--- config.mk ---
export PLATFORM = sky130hd
export DESIGN_NAME = patt_gen_scroll_flat
export DESIGN_NICKNAME = d
export VERILOG_FILES = /design/src/rtl/patt_gen_scroll_pkg.sv /design/src/rtl/patt_gen_scroll_if.sv /design/src/rtl/patt_gen_scroll_scroll_ctr.sv /design/src/rtl/patt_gen_scroll.sv /design/src/flat_wrapper.sv
export SDC_FILE = /design/constraint.sdc
export NUM_CORES = 1
export LEC_CHECK = 0
export ABC_AREA = 1
export BUFFER_PORTS_ARGS = -buffer_cell sky130_fd_sc_hd__buf_2
export CORE_ASPECT_RATIO = 1.1
export CORE_MARGIN = 1
export CORE_UTILIZATION = 54
export DETAILED_ROUTE_END_ITERATION = 10
export GPL_ROUTABILITY_DRIVEN = 0
export HOLD_SLACK_MARGIN = 0.12
export PLACE_DENSITY = 0.72
export SLEW_MARGIN = 5
export SYNTH_ARGS = -nofsm -noshare
export SYNTH_HDL_FRONTEND = slang
export SYNTH_SLANG_ARGS = --single-unit
--- constraint.sdc ---
create_clock -name clk_i -period 4.2 [get_ports clk_i]
set_clock_uncertainty 0.15 [all_clocks]
set_input_delay 0.42 -clock clk_i [delete_from_list [all_inputs] [get_ports clk_i]]
set_output_delay 0.42 -clock clk_i [all_outputs]
set_load 0.02 [all_outputs]
--- src/rtl/patt_gen_scroll_pkg.sv ---
// patt_gen_scroll_pkg: colour constants and pattern mode encodings shared by the pattern generator
package patt_gen_scroll_pkg;
  localparam logic [2:0] BLACK = 3'b000;
  localparam logic [2:0] RED   = 3'b100;
  localparam logic [2:0] GREEN = 3'b010;
  localparam logic [2:0] BLUE  = 3'b001;
  localparam logic [2:0] CYAN  = 3'b011;
  typedef enum logic [1:0] {
    MODE_STATIC_BARS = 2'd0,
    MODE_BAND        = 2'd1,
    MODE_CHECKER     = 2'd2,
    MODE_SCROLL_BARS = 2'd3
  } mode_e;
endpackage

--- src/rtl/patt_gen_scroll_if.sv ---
// patt_gen_scroll_if: pixel coordinate/mode in, colour/frame pulse out
//   row_i/column_i/en_i/mode_i : from the VGA timing block (master drives)
//   rgb_o/frame_o              : registered pattern output (slave drives)
interface patt_gen_scroll_if #(
  parameter int ROW_W = 9,
  parameter int COL_W = 10
);
  logic [ROW_W-1:0] row_i;
  logic [COL_W-1:0] column_i;
  logic             en_i;
  logic [1:0]       mode_i;
  logic [2:0]       rgb_o;
  logic             frame_o;
  modport master (output row_i, column_i, en_i, mode_i, input rgb_o, frame_o);
  modport slave  (input row_i, column_i, en_i, mode_i, output rgb_o, frame_o);
endinterface

--- src/rtl/patt_gen_scroll_scroll_ctr.sv ---
// patt_gen_scroll_scroll_ctr: counter stepping 0..MAX-1 and wrapping, one step per step_i
//   clk_i, rst_i (sync, active high), step_i in; value_o out
module patt_gen_scroll_scroll_ctr #(
  parameter int MAX   = 480,
  parameter int WIDTH = 9
) (
  input  logic             clk_i,
  input  logic             rst_i,
  input  logic             step_i,
  output logic [WIDTH-1:0] value_o
);
  localparam logic [WIDTH-1:0] LAST = WIDTH'(MAX - 1);
  logic [WIDTH-1:0] value_q, value_d;
  always_comb value_d = !step_i ? value_q : (value_q == LAST) ? '0 : value_q + 1'b1;
  always_ff @(posedge clk_i) value_q <= rst_i ? '0 : value_d;
  assign value_o = value_q;
endmodule

--- src/rtl/patt_gen_scroll.sv ---
// patt_gen_scroll: registered 4-mode VGA test pattern generator with scrolling band/bars
//   clk_i pixel clock, rst_i sync active-high reset
//   bus.slave: row_i/column_i/en_i/mode_i in, rgb_o/frame_o out (1-cycle latency)
module patt_gen_scroll
  import patt_gen_scroll_pkg::*;
#(
  parameter int ROW_W      = 9,
  parameter int COL_W      = 10,
  parameter int V_ACTIVE   = 480,
  parameter int H_ACTIVE   = 640,
  parameter int BAND_H     = 160,
  parameter int BAR_LOG2   = 6,
  parameter int CHK_LOG2   = 5,
  parameter int SCROLL_DIV = 1
) (
  input logic              clk_i,
  input logic              rst_i,
  patt_gen_scroll_if.slave bus
);
  localparam int DW = $clog2(SCROLL_DIV + 1);
  localparam logic [DW-1:0]  DIV_LAST = DW'(SCROLL_DIV - 1);
  localparam logic [ROW_W:0] V_X      = (ROW_W + 1)'(V_ACTIVE);
  localparam logic [ROW_W:0] B_X      = (ROW_W + 1)'(BAND_H);
  localparam logic [COL_W:0] H_X      = (COL_W + 1)'(H_ACTIVE);
  mode_e            mode_q, mode_d;
  logic [DW-1:0]    div_q, div_d;
  logic [2:0]       rgb_q, rgb_d, pix;
  logic             frame_q, frame_d, frame_start, step;
  logic [ROW_W-1:0] band_top;
  logic [COL_W-1:0] bar_off;
  logic [ROW_W:0]   row_x, top_x, band_d;
  logic [COL_W:0]   col_sum, col_w;
  patt_gen_scroll_scroll_ctr #(.MAX(V_ACTIVE), .WIDTH(ROW_W)) u_band (
    .clk_i(clk_i), .rst_i(rst_i), .step_i(step), .value_o(band_top)
  );
  patt_gen_scroll_scroll_ctr #(.MAX(H_ACTIVE), .WIDTH(COL_W)) u_bar (
    .clk_i(clk_i), .rst_i(rst_i), .step_i(step), .value_o(bar_off)
  );
  always_comb begin
    frame_start = bus.en_i && bus.row_i == '0 && bus.column_i == '0;
    // the frame_start pixel already uses the new mode but the pre-step offsets
    mode_d  = frame_start ? mode_e'(bus.mode_i) : mode_q;
    step    = frame_start && div_q == DIV_LAST;
    div_d   = !frame_start ? div_q : step ? '0 : div_q + 1'b1;
    row_x   = {1'b0, bus.row_i};
    top_x   = {1'b0, band_top};
    band_d  = row_x >= top_x ? row_x - top_x : row_x + V_X - top_x;
    col_sum = {1'b0, bus.column_i} + {1'b0, bar_off};
    col_w   = col_sum >= H_X ? col_sum - H_X : col_sum;
    pix     = mode_d == MODE_STATIC_BARS ? 3'(bus.column_i >> BAR_LOG2) :
              mode_d == MODE_BAND        ? (band_d < B_X ? BLUE : CYAN) :
              mode_d == MODE_CHECKER     ? ((bus.column_i[CHK_LOG2] ^ bus.row_i[CHK_LOG2]) ? RED : GREEN) :
                                           3'(col_w >> BAR_LOG2);
    rgb_d   = bus.en_i ? pix : BLACK;
    frame_d = frame_start;
  end
  always_ff @(posedge clk_i) begin
    if (rst_i) begin
      mode_q  <= MODE_STATIC_BARS;
      div_q   <= '0;
      rgb_q   <= BLACK;
      frame_q <= 1'b0;
    end else begin
      mode_q  <= mode_d;
      div_q   <= div_d;
      rgb_q   <= rgb_d;
      frame_q <= frame_d;
    end
  end
  assign bus.rgb_o   = rgb_q;
  assign bus.frame_o = frame_q;
endmodule

--- src/flat_wrapper.sv ---
// flat-port wrapper written by rule: the top's interface ports become plain ports
module patt_gen_scroll_flat import patt_gen_scroll_pkg::*;
#(
  parameter int ROW_W      = 9,
  parameter int COL_W      = 10,
  parameter int V_ACTIVE   = 480,
  parameter int H_ACTIVE   = 640,
  parameter int BAND_H     = 160,
  parameter int BAR_LOG2   = 6,
  parameter int CHK_LOG2   = 5,
  parameter int SCROLL_DIV = 1
)
  (clk_i, rst_i, bus_row_i, bus_column_i, bus_en_i, bus_mode_i, bus_rgb_o, bus_frame_o);
  patt_gen_scroll_if #(.ROW_W(ROW_W), .COL_W(COL_W)) bus_i ();
  input logic clk_i;
  input logic rst_i;
  input wire logic [$bits(bus_i.row_i)-1:0] bus_row_i;
  input wire logic [$bits(bus_i.column_i)-1:0] bus_column_i;
  input wire logic [$bits(bus_i.en_i)-1:0] bus_en_i;
  input wire logic [$bits(bus_i.mode_i)-1:0] bus_mode_i;
  output wire logic [$bits(bus_i.rgb_o)-1:0] bus_rgb_o;
  output wire logic [$bits(bus_i.frame_o)-1:0] bus_frame_o;
  assign bus_i.row_i = bus_row_i;
  assign bus_i.column_i = bus_column_i;
  assign bus_i.en_i = bus_en_i;
  assign bus_i.mode_i = bus_mode_i;
  assign bus_rgb_o = bus_i.rgb_o;
  assign bus_frame_o = bus_i.frame_o;
  patt_gen_scroll #(.ROW_W(ROW_W), .COL_W(COL_W), .V_ACTIVE(V_ACTIVE), .H_ACTIVE(H_ACTIVE), .BAND_H(BAND_H), .BAR_LOG2(BAR_LOG2), .CHK_LOG2(CHK_LOG2), .SCROLL_DIV(SCROLL_DIV)) u_core (.clk_i(clk_i), .rst_i(rst_i), .bus(bus_i));
endmodule
==> impl_summary.txt <==
----------------------------------------------------
[Logic synthesis]
  Synthesized area ... a little over 3000 sq um
  Ys Warns ... 0
  Synthesized-area fraction occupied by ao, oa, aoi and oai cells ... a little under a tenth
  Basic-gate share of the synthesized area counting and, or, nand and nor cells ... 41.2%
  Syn Nets ... 559
  Library cell occupying the most area in the post-synthesis netlist ... dfxtp_1
  Fraction of synthesized cell area in xor and xnor cells ... between 1.5 and 2%
  Post-synthesis cell count ... 496
  Adder-cell share of the synthesized area ... 17.3%
  Synth async-reset ratio ... 0%
  Area fraction of the dominant cell type after synthesis ... 17.1%
  Synthesized area per cell ... 6.13 sq um
  Biggest area contributors in the synthesized netlist ... dfxtp_1 (17%), nand2_1 (16%), ha_1 (14%), inv_1 (13%), nand3_1 (6.7%)
  Primary flip-flop cell chosen by synthesis mapping ... dfxtp_1
  Share of synthesized area spent on multiplexers ... 0%
  Number of unique standard cell types used by synthesis ... 33
  Number of storage elements in the synthesis netlist ... 26
  Dominant combinational cell family by area after synthesis ... simple AND/OR/NAND/NOR gates
  Number of enable-type register cells in the synthesized netlist ... 0
  Sequential element share of the synthesized area ... ~17%

[Critical path]
  Peak fanout along the critical path ... 6
  WP data arrival ... ~2.7 ns
  Worst reg2reg path depth ... 17
  Worst R2R Setup Slack ... between 1.5 and 2 ns
  Reg-to-reg endpoint ... u_core.bus.rgb_o[1]
  Critical path start-end classification ... reg2reg
  Worst EP required ... approximately 4.2 ns
  Category of the worst setup path capture point ... flip-flop
  Critical Path Start Type ... flip-flop
  R2r startpoint ... u_core.u_bar.value_o[4]

[Final layout]
  Final #Nets ... 590
  Area added between synthesis and finish ... 9.75%
  Antenna diode count ... 0
  Post-route insts no fill ... ~600
  Layout fillers ... roughly 580
  Share of layout cells above drive strength 1 ... ~9%

[Timing]
  F_max ... between 300 and 400 MHz
  Setup repair after global routing missed its margin ... false
  Shortest clock period the worst path allows after layout ... about 2.7 ns
  Ratio of final minimum period to clock period ... a little under two thirds
  Final hold violations ... 0
  Final Max Slew Viols ... 0
  Final setup violation count ... 0
  Remaining max-slew budget at the tightest pin ... between 60 and 70%
  Slew of the pin with the lowest slew margin ... 0.484 ns
  Setup Total Neg Slack ... 0 ns

[Clocking]
  Clock sink count ... 26
  Maximum buffer depth of the clock tree ... 2
  TritonCTS Buffers ... 3
  Clock input transition at the sequential cells of the worst setup and hold paths ... approximately 0.10 ns
  Worst-skew pair later-pin latency ... about 0.28 ns
  CTS tree ... done
  H-tree depth ... 1
  Setup Buffers After CTS ... 0
  Root cell of the clock tree ... clkbuf_8
  Resized Gates After CTS ... 0
  Hold buffer count at CTS ... 0

[Floorplan]
  Initial Utilization ... 56.4%
  Standard-cell rows ... 28
  Core area ... 5400 sq um
  Floorplan die height ... between 80 and 90 microns
  Chip width ... ~74 microns
  Full die area ... 5940 sq um
  Total I/O pin count ... 28

[Pwr]
  Register share of total power ... 41.1%
  Maximum vdd ir drop ... between 100 and 150 uV
  Net switching share of the total power ... between 20% and 30%
  Net Switching ... roughly 180 uW
  PwrDens ... approximately 180 nW/um^2
  Share of power burned in the clock network ... a little over a third
  Total power ... slightly above 600 uW
  Internal cell power ... roughly 430 uW
  Combinational power share ... 23.5%
  Static Leakage ... 0.00178 uW

[Min path]
  Worst Hold Class ... in2reg
  Sink of the worst hold path ... u_core.bus.rgb_o[0]
  Number of cells on the worst hold path ... 3
  Worst hold start ... bus_column_i[6]

[Job]
  Number of violations of the max-capacitance limit ... 0

[Outcome]
  Run status ... complete, no violations

[Detailed routing]
  Number of remaining DRC errors ... 0
  Detailed-router iteration count before antenna repair ... 5
  Iter 0 DRT Violations ... between 100 and 150
  Post-route ant nets ... 0
  Via density ... 5.25
  Routed wire length ... between 7 and 8 mm
  Vias ... 3157
  Average wire length per cell after detail routing ... 12.2 microns

[GRT]
  First-pass GRT wire length ... roughly 12 mm
  Pin count of the biggest net entering global routing ... 16
  Overall Global Routing Usage ... roughly a quarter
  Aggregate global routing overflow ... 0
  Number of global-route vias before repair ... around 3000
  Number of antenna violations at the first check in global routing ... 0

[Place]
  Final HPWL from detailed placement ... around 6.2 mm
  Number of port buffers ... 27
  Placed insts ... about 600

----------------------------------------------------
## layout make-up
type	count	area, sq um	share of cell area (%)
Timing Repair Buffer	27	135	4.05
Tap cell	75	93.8	2.81
Clock buffer	3	41.3	1.24
Inverter	106	398	11.9
Clock inverter	1	30.0	0.900
Multi-Input combinational cell	363	2120	63.5
Sequential cell	26	520	15.6
## per-stage QoR
| step | area [sq um] | setup slack [ns] | utilization [%] | hold WS [ns] |
|---|---|---|---|---|
| after global routing | 3340 | 1.22 | 61.9 | 0.311 |
| final | 3340 | 1.52 | 61.9 | 0.291 |
| after global placement | 3270 | 1.51 | 60.5 | 0.339 |
| after detailed placement | 3270 | 1.40 | 60.5 | 0.358 |
| after floorplan | 3040 | 1.72 | - | 0.316 |
| after CTS | 3340 | 1.52 | 61.9 | 0.289 |
## per-layer routing
| layer | global-route usage, % | routed length, microns | vias to the layer above |
|---|---|---|---|
| met3 | 2.89 | 231 | 17 |
| met4 | 11.2 | 221 | 0 |
| met5 | 0 | 0 | - |
| met1 | 28.5 | 3110 | 1415 |
| li1 | - | - | 1654 |
| met2 | 52.0 | 3780 | 71 |
## logic make-up after synthesis
logic type	Yosys count
buffers and inverters	107
XOR/XNOR	6
flip-flops	26
AND/OR/NAND/NOR	270
AO/OA/AOI/OAI	48
adder cells (fa/ha/maj)	39
## worst max-delay path by stage
stage | from | end | slack [ns]
4_1_cts | u_core.u_bar.value_o[4] | u_core.bus.rgb_o[1] | 1.52
3_5_place_dp | bus_column_i[0] | u_core.bus.rgb_o[1] | 1.40
3_3_place_gp | bus_column_i[0] | u_core.bus.rgb_o[1] | 1.51
6_report | u_core.u_bar.value_o[4] | u_core.bus.rgb_o[1] | 1.52
5_1_grt | u_core.u_bar.value_o[4] | u_core.bus.rgb_o[1] | 1.22
2_1_floorplan | bus_column_i[0] | u_core.bus.rgb_o[1] | 1.72
## worst max-delay path, stage by stage, from the launching register on
cell	delay (ns)
dfxtp_1	0.50
ha_1	0.35
a21oi_1	0.31
nor2_1	0.07
nor2_1	0.13
nand2_1	0.06
nand2_1	0.05
nand2_1	0.10
ha_1	0.21
nand3b_1	0.17
nand2_1	0.09
inv_1	0.04
nand2_1	0.07
nand2_1	0.06
nand2_1	0.05
nand3_1	0.07
nand2_1	0.06
inv_1	0.03
## state kept, by name, indices dropped and copies added, names as in the netlist
signal	count
u_core.u_bar.value_o	10
u_core.u_band.value_o	9
u_core.bus.rgb_o	3
u_core.mode_q	2
u_core.bus.frame_o	1
u_core.div_q	1
## synthesized netlist by cell type (3+ instances only)
cell,n
nand3_1,41
inv_1,104
nor3_1,15
fa_1,5
o21a_1,5
xor2_1,5
nor2_2,3
nand2_1,133
ha_1,34
o21ai_0,8
nand4_1,20
nor2_1,41
nor4_1,4
dfxtp_1,26
a21oi_1,27
## placed cells by master, fill, tap and decap left out
cell,synthesis,final
buf_2,0,27
nor2_8,1,1
fa_1,5,5
clkbuf_8,0,3
nor2_2,3,3
a21oi_1,27,27
nand3_1,41,41
a21oi_2,1,1
nor3b_1,2,2
bufinv_16,0,1
nor4_1,4,4
o21ai_4,1,1
nand3b_1,2,2
xnor2_1,1,1
nand4_4,2,2
o21a_1,5,5
a221oi_1,1,1
inv_2,2,2
a211oi_1,2,2
ha_1,34,34
a21boi_0,1,1
xor2_1,5,5
nor3_2,2,2
or2_2,2,2
or2_0,1,1
nand3b_4,1,1
dfxtp_1,26,26
o21ai_0,8,8
a31o_2,1,1
inv_1,104,104
o21ai_2,1,1
nor2_1,41,41
nor3_1,15,15
nand2_1,133,133
nand4_1,20,20
## power by group through the flow
stage / logic (uW) / registers, uW / clock network, uW
floorplan: 97.1 / 255 / 0
CTS: 141 / 248 / 220
global route: 161 / 248 / 228
detailed placement: 140 / 253 / 0
finish: 142 / 248 / 214
global placement: 138 / 253 / 0
(Power assumes the default switching activity.)
